--- src/rtl/count_sequencer_pkg.sv ---
// Shared types and default widths for the count_sequencer interval-timer front end.
package count_seq_pkg;

  localparam int DEF_WIDTH   = 8;
  localparam int DEF_PRESC_W = 4;
  localparam int DEF_REP_W   = 4;

  typedef enum logic [2:0] {
    ST_IDLE  = 3'd0,
    ST_CLEAR = 3'd1,
    ST_RUN   = 3'd2,
    ST_PAUSE = 3'd3,
    ST_DONE  = 3'd4
  } seq_state_t;

endpackage

--- src/rtl/count_sequencer_if.sv ---
// Host + counter-side signal bundle for count_sequencer; slave is the sequencer's view.
interface count_sequencer_if
  import count_seq_pkg::*;
#(
  parameter int WIDTH   = DEF_WIDTH,
  parameter int PRESC_W = DEF_PRESC_W,
  parameter int REP_W   = DEF_REP_W
) ();

  logic               start;
  logic               abort;
  logic               pause;
  logic [WIDTH-1:0]   target;
  logic [PRESC_W-1:0] presc;
  logic [REP_W-1:0]   reps;
  logic [WIDTH-1:0]   cnt_val;
  logic               cnt_clr;
  logic               cnt_en;
  logic               busy;
  logic               done;
  logic [REP_W-1:0]   rep_left;

  modport slave (
    input  start, abort, pause, target, presc, reps, cnt_val,
    output cnt_clr, cnt_en, busy, done, rep_left
  );

  modport master (
    output start, abort, pause, target, presc, reps, cnt_val,
    input  cnt_clr, cnt_en, busy, done, rep_left
  );

endinterface

--- src/rtl/count_sequencer_presc_tick.sv ---
// Prescaler phase counter: ticks when the phase reaches the latched divisor, then wraps.
module presc_tick
  import count_seq_pkg::*;
#(
  parameter int PRESC_W = DEF_PRESC_W
) (
  input  logic               clk,
  input  logic               rst_n,
  input  logic               clr,
  input  logic               hold,
  input  logic [PRESC_W-1:0] presc_q,
  output logic               tick
);

  logic [PRESC_W-1:0] phase_r;

  assign tick = (phase_r == presc_q);

  // Phase register; wrap on tick keeps presc_q = all-ones from overflowing.
  always_ff @(posedge clk or negedge rst_n) begin
    if (!rst_n) begin
      phase_r <= {PRESC_W{1'b0}};
    end else if (clr) begin
      phase_r <= {PRESC_W{1'b0}};
    end else if (hold) begin
      phase_r <= phase_r;
    end else if (tick) begin
      phase_r <= {PRESC_W{1'b0}};
    end else begin
      phase_r <= phase_r + {{(PRESC_W-1){1'b0}}, 1'b1};
    end
  end

endmodule

--- src/rtl/count_sequencer.sv ---
// Interval-timer sequencer: clears and enables an external up-counter through
// repeated target intervals, with prescaling, pause and abort.
module count_sequencer
  import count_seq_pkg::*;
#(
  parameter int WIDTH   = DEF_WIDTH,
  parameter int PRESC_W = DEF_PRESC_W,
  parameter int REP_W   = DEF_REP_W
) (
  input  logic             clk,
  input  logic             rst_n,
  count_sequencer_if.slave bus
);

  localparam logic [REP_W-1:0] REP_ZERO = {REP_W{1'b0}};
  localparam logic [REP_W-1:0] REP_ONE  = {{(REP_W-1){1'b0}}, 1'b1};

  seq_state_t         state_r;
  logic [WIDTH-1:0]   target_r;
  logic [PRESC_W-1:0] presc_r;
  logic [REP_W-1:0]   rep_left_r;
  logic               busy_r;
  logic               done_r;
  logic               cnt_clr_r;
  logic               cnt_en_s;
  logic               tick_s;
  logic               end_s;
  logic               clr_phase_s;
  logic               hold_phase_s;

  // >= rather than == so target 0 and an out-of-range counter both end the interval.
  assign end_s        = (bus.cnt_val >= target_r);
  assign clr_phase_s  = (state_r == ST_CLEAR);
  assign hold_phase_s = (state_r != ST_RUN);

  presc_tick #(
    .PRESC_W (PRESC_W)
  ) u_presc_tick (
    .clk     (clk),
    .rst_n   (rst_n),
    .clr     (clr_phase_s),
    .hold    (hold_phase_s),
    .presc_q (presc_r),
    .tick    (tick_s)
  );

  // Count enable: a prescaler tick in RUN while the counter is still short of target.
  always_comb begin
    cnt_en_s = 1'b0;
    if ((state_r == ST_RUN) && tick_s && !end_s) begin
      cnt_en_s = 1'b1;
    end else begin
      cnt_en_s = 1'b0;
    end
  end

  // Sequencer FSM: config latch, interval/repeat bookkeeping and registered status flags.
  always_ff @(posedge clk or negedge rst_n) begin
    if (!rst_n) begin
      state_r    <= ST_IDLE;
      target_r   <= {WIDTH{1'b0}};
      presc_r    <= {PRESC_W{1'b0}};
      rep_left_r <= REP_ZERO;
      busy_r     <= 1'b0;
      done_r     <= 1'b0;
      cnt_clr_r  <= 1'b0;
    end else begin
      cnt_clr_r <= 1'b0;
      done_r    <= 1'b0;
      case (state_r)
        ST_IDLE: begin
          if (bus.start && !bus.abort) begin
            target_r   <= bus.target;
            presc_r    <= bus.presc;
            rep_left_r <= (bus.reps == REP_ZERO) ? REP_ONE : bus.reps;
            cnt_clr_r  <= 1'b1;
            busy_r     <= 1'b1;
            state_r    <= ST_CLEAR;
          end
        end
        ST_CLEAR: begin
          if (bus.abort) begin
            rep_left_r <= REP_ZERO;
            busy_r     <= 1'b0;
            state_r    <= ST_IDLE;
          end else begin
            state_r <= ST_RUN;
          end
        end
        ST_RUN: begin
          if (bus.abort) begin
            rep_left_r <= REP_ZERO;
            busy_r     <= 1'b0;
            state_r    <= ST_IDLE;
          end else if (end_s) begin
            if (rep_left_r > REP_ONE) begin
              rep_left_r <= rep_left_r - REP_ONE;
              cnt_clr_r  <= 1'b1;
              state_r    <= ST_CLEAR;
            end else begin
              rep_left_r <= REP_ZERO;
              busy_r     <= 1'b0;
              done_r     <= 1'b1;
              state_r    <= ST_DONE;
            end
          end else if (bus.pause) begin
            state_r <= ST_PAUSE;
          end
        end
        ST_PAUSE: begin
          if (bus.abort) begin
            rep_left_r <= REP_ZERO;
            busy_r     <= 1'b0;
            state_r    <= ST_IDLE;
          end else if (!bus.pause) begin
            state_r <= ST_RUN;
          end
        end
        ST_DONE: begin
          busy_r  <= 1'b0;
          state_r <= ST_IDLE;
        end
        default: begin
          rep_left_r <= REP_ZERO;
          busy_r     <= 1'b0;
          state_r    <= ST_IDLE;
        end
      endcase
    end
  end

  assign bus.cnt_clr  = cnt_clr_r;
  assign bus.cnt_en   = cnt_en_s;
  assign bus.busy     = busy_r;
  assign bus.done     = done_r;
  assign bus.rep_left = rep_left_r;

endmodule

--- src/flat_wrapper.sv ---
// flat-port wrapper written by rule: the top's interface ports become plain ports
module count_sequencer_flat import count_seq_pkg::*;
#(
  parameter int WIDTH   = DEF_WIDTH,
  parameter int PRESC_W = DEF_PRESC_W,
  parameter int REP_W   = DEF_REP_W
)
  (clk, rst_n, bus_start, bus_abort, bus_pause, bus_target, bus_presc, bus_reps, bus_cnt_val, bus_cnt_clr, bus_cnt_en, bus_busy, bus_done, bus_rep_left);
  count_sequencer_if #(.WIDTH(WIDTH), .PRESC_W(PRESC_W), .REP_W(REP_W)) bus_i ();
  input  logic clk;
  input  logic rst_n;
  input wire logic [$bits(bus_i.start)-1:0] bus_start;
  input wire logic [$bits(bus_i.abort)-1:0] bus_abort;
  input wire logic [$bits(bus_i.pause)-1:0] bus_pause;
  input wire logic [$bits(bus_i.target)-1:0] bus_target;
  input wire logic [$bits(bus_i.presc)-1:0] bus_presc;
  input wire logic [$bits(bus_i.reps)-1:0] bus_reps;
  input wire logic [$bits(bus_i.cnt_val)-1:0] bus_cnt_val;
  output wire logic [$bits(bus_i.cnt_clr)-1:0] bus_cnt_clr;
  output wire logic [$bits(bus_i.cnt_en)-1:0] bus_cnt_en;
  output wire logic [$bits(bus_i.busy)-1:0] bus_busy;
  output wire logic [$bits(bus_i.done)-1:0] bus_done;
  output wire logic [$bits(bus_i.rep_left)-1:0] bus_rep_left;
  assign bus_i.start = bus_start;
  assign bus_i.abort = bus_abort;
  assign bus_i.pause = bus_pause;
  assign bus_i.target = bus_target;
  assign bus_i.presc = bus_presc;
  assign bus_i.reps = bus_reps;
  assign bus_i.cnt_val = bus_cnt_val;
  assign bus_cnt_clr = bus_i.cnt_clr;
  assign bus_cnt_en = bus_i.cnt_en;
  assign bus_busy = bus_i.busy;
  assign bus_done = bus_i.done;
  assign bus_rep_left = bus_i.rep_left;
  count_sequencer #(.WIDTH(WIDTH), .PRESC_W(PRESC_W), .REP_W(REP_W)) u_core (.clk(clk), .rst_n(rst_n), .bus(bus_i));
endmodule
--- config.mk ---
export PLATFORM = sky130hd
export DESIGN_NAME = count_sequencer_flat
export DESIGN_NICKNAME = d
export VERILOG_FILES = /design/src/rtl/count_sequencer_pkg.sv /design/src/rtl/count_sequencer_if.sv /design/src/rtl/count_sequencer_presc_tick.sv /design/src/rtl/count_sequencer.sv /design/src/flat_wrapper.sv
export SDC_FILE = /design/constraint.sdc
export NUM_CORES = 1
export LEC_CHECK = 0
export ABC_AREA = 1
export CAP_MARGIN = 20
export CORE_MARGIN = 10
export CORE_UTILIZATION = 38
export DETAILED_ROUTE_END_ITERATION = 6
export PLACE_DENSITY = 0.76
export RECOVER_POWER = 100
export SYNTH_ARGS = -nofsm -noshare
export SYNTH_HDL_FRONTEND = slang
export SYNTH_HIERARCHICAL = 1
export SYNTH_SLANG_ARGS = --single-unit
--- constraint.sdc ---
create_clock -name clk -period 1.4 [get_ports clk]
set_input_delay 0.14 -clock clk [delete_from_list [all_inputs] [get_ports clk]]
set_output_delay 0.14 -clock clk [all_outputs]
set_load 0.03 [all_outputs]
==> impl_metrics.toml, run 1 <==
[power]
p_leak_nw = 1.26
p_per_area_mw_per_mm2 = 1780
finalPower_mw = 4.17
seqPwrFrac_pct = 30.0
comb_power_share_pct = 59.3
switching_share_pct = 42.8
switchingPower_mw = 1.78
p_int_mw = 2.39
vdd_drop_max_mv = 0.749
clock_power_share_pct = 10.7

[critical_path]
worst_ep_arrival_time_ps = 1670
endpoint_kind = "primary output"
crit_path_max_fanout = 2
ff2ff_setup_slack_ps = -240
cpMaxStageDelayCell = "dfrtp_1"
cp-start-kind = "register"
slowest_delay_ps = 390
cp_cell_sequence = "inv_2 -> ha_4 -> nand2_2 -> nor2_1 -> nor2_1 -> nand2_1 -> nand2_2 -> nand2_4 -> nor3b_4 -> buf_6"
cp_data_required_time_ps = 1260
path_class = "reg -> out"

[placed_design]
place_congestion = 0.835
dp_hpwl_mm = 3.00
port_buffers = 36
dp.cells = 316
dpl-instance-area_mm2 = 0.00220
preCtsSetupSlack_ps = -454

[clocking]
insertion_delay_ps = 280
cts.clk_slew.worst_paths_ps = 100
cts_sinks = 26
cts_tree = "yes"
postCtsHoldBufs = 0
root_buffer = "clkbuf_8"
cts_max_level = 1
clk_path_buf_depth = 2
cts_buffers = 3

[cells_and_area]
fin_cells = 322
fin_area_mm2 = 0.00234
final_cell_mix = "nand2_1 (57), inv_1 (28), clkdlybuf4s50_1 (27)"
layout.nets = 313
antenna_cells = 0
area_delta_synth_final_pct = 44.4
final_common_cell = "nand2_1"
drive_above_1_share_pct = 25.7
nFillCells = 381

[sta]
final.setup.tns_ps = -1940
clock_skew_ps = 11.2
maxClockFrequency_ghz = 0.552
fin_ws_ps = -413
setup_viol = 11
grt_setup_unrepaired = "true"
slew_violations = 0
period_needed_ps = 1810
slew_headroom_pct = 55.0
worst_slew_pin_slew_ps = 676
finalHoldViolCount = 0
fin_crit_sh_pct = 130

[global_route]
overflow = 0
use_met3_pct = 1.91
grt.total_usage_pct = 10.8
grt_pass1_vias = 1570
use_met1_pct = 11.9
grt.busiest_layer = "met2"
grt_max_degree = 27
grt_pass1_wl_mm = 6.63
met2_usage_pct = 19.8
grt_antenna_before_repair = 0

[die]
initial_utilization_pct = 40.0
die_h_um = 85.3
core.rowCount = 23
pin_count = 37
die_area_mm2 = 0.00728
die_w_um = 85.3
coreArea_mm2 = 0.00406

[status]
status = "complete, but fails checks"
violations = "setup timing"

[yosys]
ys_ff_latch = 26
yosysUniqueCellTypes = 26
syn_area_per_cell_um2 = 7.65
syn_area_mm2 = 0.00162
synthCells = 212
yosysTopAreaCellShare_pct = 40.1
synthesis.nets = 252
synth_top_cell_by_area = "dfrtp_1"
ys_top_cells_by_area = "dfrtp_1 (40%), nand2_1 (15%), ha_1 (8.5%)"
synth_warnings = 6
yosysSeqAreaShare_pct = 40.1

[routing]
dr.pass1.iters = 4
vias = 1521
postRouteAntennaNets = 0
wl_mm = 3.83
vias_per_cell = 4.72
wire_per_inst_um = 11.9
drtIter0Drc = 82
drc_errors = 0

[run]
cap_violations = 0

[hold_path]
hold_class = "in -> async"
flip-flops by register name, indices dropped and copies added (netlist names):
signal                       flops
u_core/bus.done                  1
u_core/bus.busy                  1
u_core/presc_r                   4
u_core/bus.rep_left              4
u_core/state_r                   3
u_core/bus.cnt_clr               1
u_core/target_r                  8
u_core/u_presc_tick/phase_r      4
cells by family (layout without fill, tap and decap cells):
family / after synthesis / count (layout) / share of synthesized area (%)
xor+xnor: 2 / 2 / 1.08
flops: 26 / 26 / 40.1
fa+ha+maj: 11 / 11 / 8.49
buf+inv: 41 / 101 / 10.2
mux: 5 / 5 / 4.40
compound gates: 14 / 14 / 4.63
simple gates: 113 / 113 / 31.1
cells in the mapped netlist (all sizes together):
cell type	instances
o21bai	1
and3	2
nand2	68
nor3	3
mux2	5
dfrtp	26
buf	2
o21ai	2
ha	11
nor3b	1
a21oi	10
a21o	1
nand3	12
nand4	6
nor2	21
inv	39
xor2	2
cell type report:
class	instances	area (um^2)	share of cell area [%]
multi-input cells	145	915	39.0
flip-flops and latches	26	654	27.9
repair buffers	58	519	22.2
inverters	39	146	6.25
well taps	50	62.6	2.67
clock buffers	4	45.0	1.92
worst max-delay path, delay by kind of cell, from the launching register on:
family / cells / cell delay (ps)
AND/OR/NAND/NOR: 7 / 550
flip-flops: 1 / 390
buffers and inverters: 2 / 230
adder cells (fa/ha/maj): 1 / 200
routing by layer:
metal  vias up  part of all wire (%)  wire length [um]
met3         4                   3.1               119
met1       706                    44              1690
met4         0                   1.6                60
met5         -                     0                 0
met2        31                    51              1950
li1        780                     -                 -
stage by stage:
stage	hold slack [ps]	util [%]
2_1_floorplan	-156	-
3_3_place_gp	468	54.3
3_5_place_dp	471	54.3
4_1_cts	239	57.4
5_1_grt	419	57.7
6_report	413	57.7
power groups by stage:
stage / Clock [mW] / Sequential, mW / Combinational (mW)
after floorplan: 0 / 1.35 / 1.39
after global placement: 0 / 1.24 / 2.26
after detailed placement: 0 / 1.26 / 2.33
after CTS: 0.457 / 1.25 / 2.48
after global routing: 0.491 / 1.29 / 2.81
final: 0.446 / 1.25 / 2.48
repair_timing:
action / 4_1_cts / 5_1_grt
gates resized for setup: 22 / 9
pin swaps: 3 / 0
endpoints found under the setup margin: 18 / 14
gates cloned: 0 / 0
setup buffers: 2 / 1
final timing paths:
path,startpoint,to,cells after the start
setup reg to reg,u_core/target_r[3]$_DFFE_PN0P_,u_core/bus.rep_left[0]$_DFFE_PN0P_,12
hold reg to reg,u_core/bus.busy$_DFFE_PN0P_,u_core/bus.busy$_DFFE_PN0P_,2
setup / recovery,u_core/target_r[3]$_DFFE_PN0P_,bus_cnt_en,10
hold / removal,rst_n,u_core/bus.rep_left[1]$_DFFE_PN0P_,2
min in group clk,bus_target[6],u_core/target_r[6]$_DFFE_PN0P_,3
max in group asynchronous,rst_n,u_core/state_r[2]$_DFFE_PN0P_,2
Note: power is estimated with default switching activity, not from simulation.
==> run 2, diff against run 1 <==
--- a/config.mk
+++ b/config.mk
@@ -10,9 +10,8 @@
 export CORE_MARGIN = 10
 export CORE_UTILIZATION = 38
 export DETAILED_ROUTE_END_ITERATION = 6
-export PLACE_DENSITY = 0.76
+export PLACE_DENSITY = 0.71
 export RECOVER_POWER = 100
 export SYNTH_ARGS = -nofsm -noshare
 export SYNTH_HDL_FRONTEND = slang
-export SYNTH_HIERARCHICAL = 1
 export SYNTH_SLANG_ARGS = --single-unit
==> constraint.sdc (replaced) <==
create_clock -name clk -period 1.85 [get_ports clk]
set_input_delay 0.185 -clock clk [delete_from_list [all_inputs] [get_ports clk]]
set_output_delay 0.185 -clock clk [all_outputs]
set_load 0.03 [all_outputs]
==> run 2 against run 1 <==
- the flow now finishes without violations
- total power down 32%
- sequential power down 24%
- synthesized cell count down 14%
- largest cell class unchanged
- core utilization down 5.0 points
- register-to-register slack better by 390 ps
- worst hold slack better by 42 ps
- flip-flop and latch count unchanged
- critical endpoint unchanged
==> impl_metrics.toml, run 2 <==
[global_route]
grt_pass1_wl_mm = 5.79
grt_max_degree = 27
grt_antenna_before_repair = 0
grt.total_usage_pct = 9.30
grt_pass1_vias = 1321
overflow = 0

[yosys]
synth_edf_count = 0
yosysTopAreaCellShare_pct = 40.5
synth_top_cell_by_area = "dfrtp_1"
synthCells = 182
synthArstFlopShare_pct = 100
synth_warnings = 0
ys_top_cells_by_area = "dfrtp_1 (41%), nand2_1 (8.9%), ha_1 (8.6%)"
syn_area_per_cell_um2 = 8.82
yosys.cell_count.top_type = "nand2_1"
synthTopCellsByCount = "nand2_1 (38), dfrtp_1 (26), inv_1 (24), nor2_1 (15), ha_1 (11)"
syn_area_mm2 = 0.00161
yosysSeqAreaShare_pct = 40.5
yosysUniqueCellTypes = 31
synth_ff_type = "dfrtp_1"
ys_ff_latch = 26
synthesis.nets = 222

[critical_path]
cp_data_required_time_ps = 1660
path_class = "reg -> out"
endpoint_kind = "primary output"
cpMaxStageDelayCell = "dfrtp_1"
worst_ep_arrival_time_ps = 1610
slowest_delay_ps = 370
r2r-end = "u_core.presc_r[3]$_DFFE_PN0P_"
crit_start = "u_core.target_r[7]$_DFFE_PN0P_"
r2r_cells = 5
rr_startpoint = "u_core.state_r[1]$_DFFE_PN0P_"
ff2ff_setup_slack_ps = 150
crit_path_max_fanout = 3
cp_cell_sequence = "inv_1 -> ha_1 -> a21o_1 -> nor2_4 -> nand2_2 -> nor3_2 -> buf_4"
cp-start-kind = "register"

[clocking]
clk_path_buf_depth = 2
cts_max_level = 1
cts_tree = "yes"
cts_sinks = 26
cts.clk_slew.worst_paths_ps = 90
insertion_delay_ps = 270
cts_buffers = 3
root_buffer = "clkbuf_8"

[cells_and_area]
antenna_cells = 0
layout.nets = 268
top_register = "u_core.target_r"
final_common_cell = "nand2_1"
post-route-util_pct = 52.8
area_delta_synth_final_pct = 33.4
drive_above_1_share_pct = 15.9
largest_reg_flops = 8
fin_cells = 277
final_cell_mix = "nand2_1 (37), clkdlybuf4s50_1 (26), dfrtp_1 (26)"

[run]
cap_violations = 0

[sta]
finalHoldViolCount = 0
maxClockFrequency_ghz = 0.558
worst_slew_pin_slew_ps = 644
grt_setup_unrepaired = "true"
slew_headroom_pct = 57.1
fin_crit_sh_pct = 96.9
clock_skew_ps = 4.43
period_needed_ps = 1790
whs_ps = 455
final.setup.tns_ps = 0
slew_violations = 0
setup_viol = 0

[routing]
vias = 1273
wire_per_inst_um = 12.1
drtIter0Drc = 51
wl_mm = 3.36
vias_per_cell = 4.60
dr.pass1.iters = 4
postRouteAntennaNets = 0
drc_errors = 0

[die]
coreArea_mm2 = 0.00406
pin_count = 37
die_area_mm2 = 0.00722
core.rowCount = 23
die_w_um = 85.0
initial_utilization_pct = 39.6
die_h_um = 85.0

[placed_design]
dp.cells = 272
place_congestion = 0.792
dp_hpwl_mm = 2.62
port_buffers = 36

[hold_path]
hold_class = "in -> async"

[power]
p_leak_nw = 1.08
p_per_area_mw_per_mm2 = 1330
vdd_drop_max_mv = 0.701
finalPower_mw = 2.84

[status]
status = "finished clean"
run 2: cell count changes in the layout (fill, tap and decap cells not counted), sizes merged, moves of 6 or more:
cell,previous run,this run
xnor2,0,6
nand2,68,41
dlygate4sd2,7,1
dlygate4sd3,1,8
buf,20,7
o21ai,2,9
inv,39,27
run 2: repair_timing:
item / CTS / global route
pin swaps: 1 / 3
hold buffers: 0 / 0
resized for setup: 2 / 6
setup buffers: 0 / 1
setup endpoints to repair: 1 / 1
run 2: where the power goes:
| part | internal (mW) | total, mW | switching, mW |
|---|---|---|---|
| registers | 0.787 | 0.947 | 0.160 |
| clock network | 0.190 | 0.369 | 0.178 |
| logic | 0.691 | 1.52 | 0.833 |
run 2: how the worst max path moves through the flow:
stage               cells past startpoint         end  slack [ps]
global route                           11  bus_cnt_en         -70
finish                                  7  bus_cnt_en          60
detailed placement                     13  bus_cnt_en         -30
global placement                       13  bus_cnt_en         -30
floorplan                               6  bus_cnt_en         200
CTS                                    11  bus_cnt_en         -10
run 2: critical path: cells and delay by family (launching register included):
| kind | cells | cell delay (ps) |
|---|---|---|
| adders and majority gates | 1 | 230 |
| AOI/OAI and AO/OA | 1 | 180 |
| DFF | 1 | 370 |
| and+or+nand+nor | 3 | 290 |
| buffers and inverters | 2 | 250 |
run 2: area by class of cell:
cell class              count  area (um^2)
fillers                   384         1920
well taps                  50         62.6
inverters                  27          104
flip-flops and latches     26          651
multi-input cells         127          862
clock buffers               4         55.1
repair buffers             43          407
run 2: logic make-up (layout without fill, tap and decap cells):
kind of cell	Yosys count	count (layout)	share of synthesized area (%)
AO/OA/AOI/OAI	20	20	7.09
XOR/XNOR	8	8	4.36
flip-flops	26	26	40.5
buffers and inverters	29	74	7.48
multiplexers	6	6	5.07
AND/OR/NAND/NOR	82	82	26.9
adder cells (fa/ha/maj)	11	11	8.57
run 2: stage by stage:
| step | setup WS [ps] | instance area [um^2] |
|---|---|---|
| global placement | -34.3 | 2060 |
| finish | 57.4 | 2140 |
| CTS | -11.4 | 2120 |
| global route | -66.7 | 2140 |
| detailed placement | -33.3 | 2060 |
| floorplan | 199 | 1610 |
run 2: metal layers:
layer	wire (um)	GRT usage, %	up-vias
met5	0	0	-
met4	25	2.25	0
met3	241	3.44	4
met2	1440	14.7	30
met1	1650	11.6	561
li1	-	-	678
